## src/rtl/booth_pkg.sv

```systemverilog
// rtl/booth_pkg.sv - state type, counter sizing and Booth digit codes for booth_seq_mul
package booth_pkg;

  typedef enum logic [1:0] {
    IDLE = 2'd0,
    CALC = 2'd1,
    DONE = 2'd2
  } state_e;

  // Booth digit {b[i+1], b[i], b[i-1]} codes
  localparam logic [2:0] DIG_ZERO_A = 3'b000;
  localparam logic [2:0] DIG_P1_A   = 3'b001;
  localparam logic [2:0] DIG_P1_B   = 3'b010;
  localparam logic [2:0] DIG_P2     = 3'b011;
  localparam logic [2:0] DIG_M2     = 3'b100;
  localparam logic [2:0] DIG_M1_A   = 3'b101;
  localparam logic [2:0] DIG_M1_B   = 3'b110;
  localparam logic [2:0] DIG_ZERO_B = 3'b111;

  function automatic int cnt_width(input int n);
    return $clog2(n / 2) + 1;
  endfunction

endpackage

```

## src/rtl/booth_digit_sel.sv

```systemverilog
// rtl/booth_digit_sel.sv - radix-4 Booth digit to partial-product row selector
module booth_digit_sel
  import booth_pkg::*;
#(
  parameter int N = 10
) (
  input  logic [2:0]   sel_i,
  input  logic [N-1:0] a_i,
  output logic [N:0]   row_o,
  output logic         neg_o
);

  logic [N:0] a_sx;
  logic [N:0] a_x2;

  assign a_sx = {a_i[N-1], a_i};
  assign a_x2 = {a_i, 1'b0};

  // Negative digits return the one's complement; neg_o is the +1 carry-in
  always_comb begin
    row_o = '0;
    neg_o = 1'b0;
    case (sel_i)
      DIG_ZERO_A, DIG_ZERO_B: begin
        row_o = '0;
        neg_o = 1'b0;
      end
      DIG_P1_A, DIG_P1_B: row_o = a_sx;
      DIG_P2:             row_o = a_x2;
      DIG_M2: begin
        row_o = ~a_x2;
        neg_o = 1'b1;
      end
      DIG_M1_A, DIG_M1_B: begin
        row_o = ~a_sx;
        neg_o = 1'b1;
      end
      default: begin
        row_o = '0;
        neg_o = 1'b0;
      end
    endcase
  end

endmodule

```

## src/rtl/booth_seq_mul.sv

```systemverilog
// rtl/booth_seq_mul.sv - iterative signed radix-4 Booth multiplier, one row per clock
module booth_seq_mul
  import booth_pkg::*;
#(
  parameter int N = 10
) (
  input  logic           clk,
  input  logic           rst,
  input  logic           in_valid,
  output logic           in_ready,
  input  logic [N-1:0]   a_in,
  input  logic [N-1:0]   b_in,
  output logic           out_valid,
  input  logic           out_ready,
  output logic [2*N-1:0] product,
  output logic           busy
);

  localparam int            CW        = cnt_width(N);
  localparam logic [CW-1:0] LAST_STEP = CW'(N / 2 - 1);

  generate
    if ((N % 2) != 0 || N < 4) begin : g_bad_n
      $error("booth_seq_mul: N must be even and >= 4");
    end
  endgenerate

  state_e         state_q, state_d;
  logic [N-1:0]   a_q;
  logic [N-1:0]   b_q, b_d;
  logic [N+1:0]   acc_q, acc_d;
  logic           qm1_q, qm1_d;
  logic [CW-1:0]  cnt_q, cnt_d;
  logic [N:0]     row;
  logic           neg;
  logic [N+1:0]   sum;
  logic [2*N+2:0] shifted;
  logic           accept;

  assign accept = in_valid && (state_q == IDLE);

  booth_digit_sel #(.N(N)) u_digit_sel (
    .sel_i ({b_q[1:0], qm1_q}),
    .a_i   (a_q),
    .row_o (row),
    .neg_o (neg)
  );

  // acc is N+2 bits wide so the +/-2A row never overflows before the shift
  assign sum     = acc_q + {row[N], row} + {{(N + 1){1'b0}}, neg};
  assign shifted = $signed({sum, b_q, qm1_q}) >>> 2;

  always_ff @(posedge clk) begin
    if (rst) state_q <= IDLE;
    else     state_q <= state_d;
  end

  always_comb begin
    state_d = state_q;
    case (state_q)
      IDLE:    if (in_valid) state_d = CALC;
      CALC:    if (cnt_q == LAST_STEP) state_d = DONE;
      DONE:    if (out_ready) state_d = IDLE;
      default: state_d = IDLE;
    endcase
  end

  always_comb begin
    in_ready  = (state_q == IDLE);
    out_valid = (state_q == DONE);
    busy      = (state_q == CALC) || (state_q == DONE);
  end

  always_comb begin
    acc_d = acc_q;
    b_d   = b_q;
    qm1_d = qm1_q;
    cnt_d = cnt_q;
    if (accept) begin
      acc_d = '0;
      b_d   = b_in;
      qm1_d = 1'b0;
      cnt_d = '0;
    end else if (state_q == CALC) begin
      acc_d = shifted[2*N+2:N+1];
      b_d   = shifted[N:1];
      qm1_d = shifted[0];
      cnt_d = cnt_q + CW'(1);
    end
  end

  always_ff @(posedge clk) begin
    if (rst) begin
      a_q   <= '0;
      b_q   <= '0;
      acc_q <= '0;
      qm1_q <= 1'b0;
      cnt_q <= '0;
    end else begin
      if (accept) a_q <= a_in;
      b_q   <= b_d;
      acc_q <= acc_d;
      qm1_q <= qm1_d;
      cnt_q <= cnt_d;
    end
  end

  // acc and B hold still in DONE, so the product is stable under back-pressure
  assign product = {acc_q[N-1:0], b_q};

endmodule

```

## config.mk

```make
export PLATFORM = sky130hd
export DESIGN_NAME = booth_seq_mul
export DESIGN_NICKNAME = d
export VERILOG_FILES = /design/src/rtl/booth_pkg.sv /design/src/rtl/booth_digit_sel.sv /design/src/rtl/booth_seq_mul.sv
export SDC_FILE = /design/constraint.sdc
export NUM_CORES = 1
export LEC_CHECK = 0
export CAP_MARGIN = 25
export CORE_MARGIN = 2
export CORE_UTILIZATION = 30
export DETAILED_ROUTE_END_ITERATION = 12
export MAX_ROUTING_LAYER = met4
export SETUP_SLACK_MARGIN = 0.5
export SLEW_MARGIN = 20
export SYNTH_ARGS = -nofsm -noshare
export SYNTH_HDL_FRONTEND = slang
export SYNTH_SLANG_ARGS = --single-unit
```

## constraint.sdc

```tcl
create_clock -name clk -period 3.9 [get_ports clk]
set_clock_uncertainty 0.2 [all_clocks]
set_input_delay 0.78 -clock clk [delete_from_list [all_inputs] [get_ports clk]]
set_output_delay 0.78 -clock clk [all_outputs]
set_load 0.03 [all_outputs]
```

==> summary.txt <==
Outcome
  • Status: finished clean

Synthesis
  • Synth Register Bits: 37
  • Syn Area/Cell: between 8 and 9 um^2
  • Yosys cell types: 42
  • Yosys top cell by area: dfxtp_1
  • Yosys top cell area share: 0.318
  • Yosys Warn Count: 0
  • Sequential cell area fraction in the yosys report: 0.318
  • Post-Synthesis Cells: between 200 and 300
  • Cell Area, Synth: around 2300 um^2
  • Post-Syn Nets: 322
  • Top cells by area, synth: dfxtp_1, ha_1, mux2i_1

Clocking
  • Cts repair resizes: 1
  • CTS tree: built
  • CTS root buffer: clkbuf_8
  • Number of post-CTS setup repair buffers: 0
  • # clock sinks: 37
  • Max Buffers Root-to-Sink: 2
  • H-tree levels: 2
  • CTS buffer count: 5
  • Worst-Skew Late Latency: 300 ps
  • Hold_buf cts: 0
  • Worst-path clk slew: around 80 ps

Power and ir drop
  • Internal power: 827 uW
  • Net Switching: roughly 480 uW
  • Gate power share: 0.372
  • Worst vdd ir: ~0.00016 V
  • Clock power frac: 0.272
  • Sw frac: 0.369
  • Reg power frac: 0.356
  • Leakage: between 0.001 and 0.0015 uW
  • P per Cell Area: ~440 nW/um^2

Route
  • Routed wl met2: between 2000 and 2500 um
  • Drt wl/cell: between 10 and 15 um
  • Top Metal Used: met4
  • Initial drt markers: 129
  • Via density: 5.02
  • Met3 wire length: 306 um
  • Residual DRC: 0
  • Final antenna-violating net count: 0
  • Vias: about 2.1k
  • Met1 WL: 2900 um
  • First-pass DRT Iterations: 4
  • Drt total wl: roughly 5800 um

GRT
  • Total track usage: 0.146
  • Initial antenna violation count: 0
  • First-pass GRT wire length: a little under 10000 um
  • Total global routing overflow: 0
  • Largest net degree at the start of global routing: 33
  • Vias in the first global route: roughly 2k

Layout
  • Synthesis-to-finish area growth: 28.7%
  • Antenna diodes: 0
  • Fraction of layout cells with a size suffix above 1: 0.0590
  • Fin nets: between 300 and 400
  • Finished Layout Cells: approximately 420
  • End-of-flow core utilization: 0.394
  • Fillers: slightly above 800

Timing
  • Max Slew Vio Count: 0
  • Final setup violation count: 0
  • Unrepaired setup endpoints after global routing: no
  • Setup TNS: 0 ps
  • Min Tclk post-route: 3140 ps
  • Max-slew headroom: 0.436
  • Slew @ Worst Pin: roughly 840 ps
  • Setup slack after layout: around 760 ps
  • Final hold vios: 0
  • Peak Freq: roughly 320 MHz
  • Hold_ws: just under 300 ps
  • Fin crit share: 0.804

Critical path
  • Worst reg2reg path depth: 10
  • Crit Path Class: reg2reg
  • Critical Path End Type: flip-flop
  • Crit Path Max Fanout: 19
  • CP arrival: around 3100 ps
  • Critical Path RT: just under 4000 ps
  • CP Launch Type: flip-flop

Floorplanning
  • Die area: 8490 um^2
  • Die height: around 92 um
  • I/O pin count: 47
  • Die X: around 92 um
  • Row Count: 32
  • Initial Util: 0.306
  • Core area: around 7600 um^2

Flow run
  • Max-cap viol count: 0

Place
  • IO Port Bufs: 46
  • Inst Count DP: ~420
  • Pre-CTS setup slack: between 500 and 600 ps
  • GPL Wtd Cong: 0.850
  • HPWL reported at the end of detailed placement: 4240 um

Min path
  • HP Class: reg2reg
  • Hold Crit Depth: 2
==> registers in the layout, summed over array words and instances (netlist names) <==
| register | count |
|---|---|
| acc_q | 10 |
| cnt_q | 4 |
| state_q | 2 |
| qm1_q | 1 |
| a_q | 10 |
| b_q | 10 |
==> power by group through the flow <==
stage	Clock (uW)	Sequential (uW)	Combinational (uW)
2_1_floorplan	0	503	303
3_3_place_gp	0	475	482
3_5_place_dp	0	475	486
4_1_cts	367	467	489
5_1_grt	385	474	538
6_report	356	466	488
==> critical path, stage by stage, from the launching register on <==
cell,delay [ps]
dfxtp_2,580
nor3b_1,110
a21oi_1,140
a21oi_1,80
fa_1,450
fa_1,420
a21o_1,200
a31o_4,260
a41oi_2,200
mux2i_1,90
a311o_1,310
==> cells in the final DEF (no fill, tap or decap), types with 9 or more instances in the layout <==
cell,n
xor2_1,12
mux2i_1,17
a211oi_1,14
ha_1,15
a21oi_1,24
nor2_1,26
dfxtp_1,36
nand2_1,32
nand3_1,9
o21ai_0,14
clkdlybuf4s50_1,46
==> final cells by class <==
| cell class | count | area, um^2 | area share |
|---|---|---|---|
| timing repair buffer | 50 | 490 | 0.164 |
| inverter | 8 | 30.0 | 0.0100 |
| clock inverter | 2 | 37.5 | 0.0125 |
| clock buffer | 6 | 82.6 | 0.0275 |
| tap | 102 | 128 | 0.0426 |
| sequential | 37 | 742 | 0.247 |
| multi-input combinational | 219 | 1490 | 0.496 |
==> cell usage after synthesis <==
cell        n
dfxtp_1    37
nand2_1    32
nor2_1     26
a21oi_1    24
mux2i_1    17
ha_1       15
a211oi_1   14
o21ai_0    14
xor2_1     12
clkbuf_1   10
nand3_1     9
inv_1       8
a22oi_1     7
buf_2       6
nand4_1     4
nor3_1      4
or3_1       4
a21o_1      3
nand2b_1    3
xnor2_1     3
a221o_1     2
a311o_1     2
and2_1      2
fa_1        2
nor2b_1     2
nor3b_1     2
o2111ai_1   2
a311oi_2    1
a31o_4      1
a32oi_1     1
a41oi_2     1
and2_4      1
and3_1      1
buf_1       1
mux2_2      1
nand3b_1    1
nand4b_1    1
nor4_1      1
o2111a_1    1
o21a_1      1
o21ai_1     1
or3b_2      1
==> stage by stage <==
step / total power [uW] / cell area, um^2
2_1_floorplan: 807 / 2330
3_3_place_gp: 957 / 2880
3_5_place_dp: 961 / 2880
4_1_cts: 1320 / 3000
5_1_grt: 1400 / 3000
6_report: 1310 / 3000
==> worst paths after layout <==
| path | endpoint | startpoint | slack, ps |
|---|---|---|---|
| setup / recovery | acc_q[6] | b_q[1] | 760 |
| hold reg to reg | a_q[9] | a_q[9] | 300 |
| setup reg to reg | acc_q[6] | b_q[1] | 760 |
| hold / removal | a_q[9] | a_q[9] | 300 |
==> logic make-up after synthesis <==
logic type               Yosys count  synth area share
buffers and inverters             25            0.0435
XOR/XNOR                          15            0.0564
flip-flops                        37             0.318
adder cells (fa/ha/maj)           17            0.0977
AO/OA/AOI/OAI                     75             0.219
multiplexers                      18            0.0779
AND/OR/NAND/NOR                   94             0.188
==> routing by layer <==
metal	vias to the layer above	track usage
met2	45	0.224
li1	1089	-
met4	0	0.0473
met3	7	0.0345
met5	-	-
met1	986	0.191
Note: power is estimated with default switching activity, not from simulation.
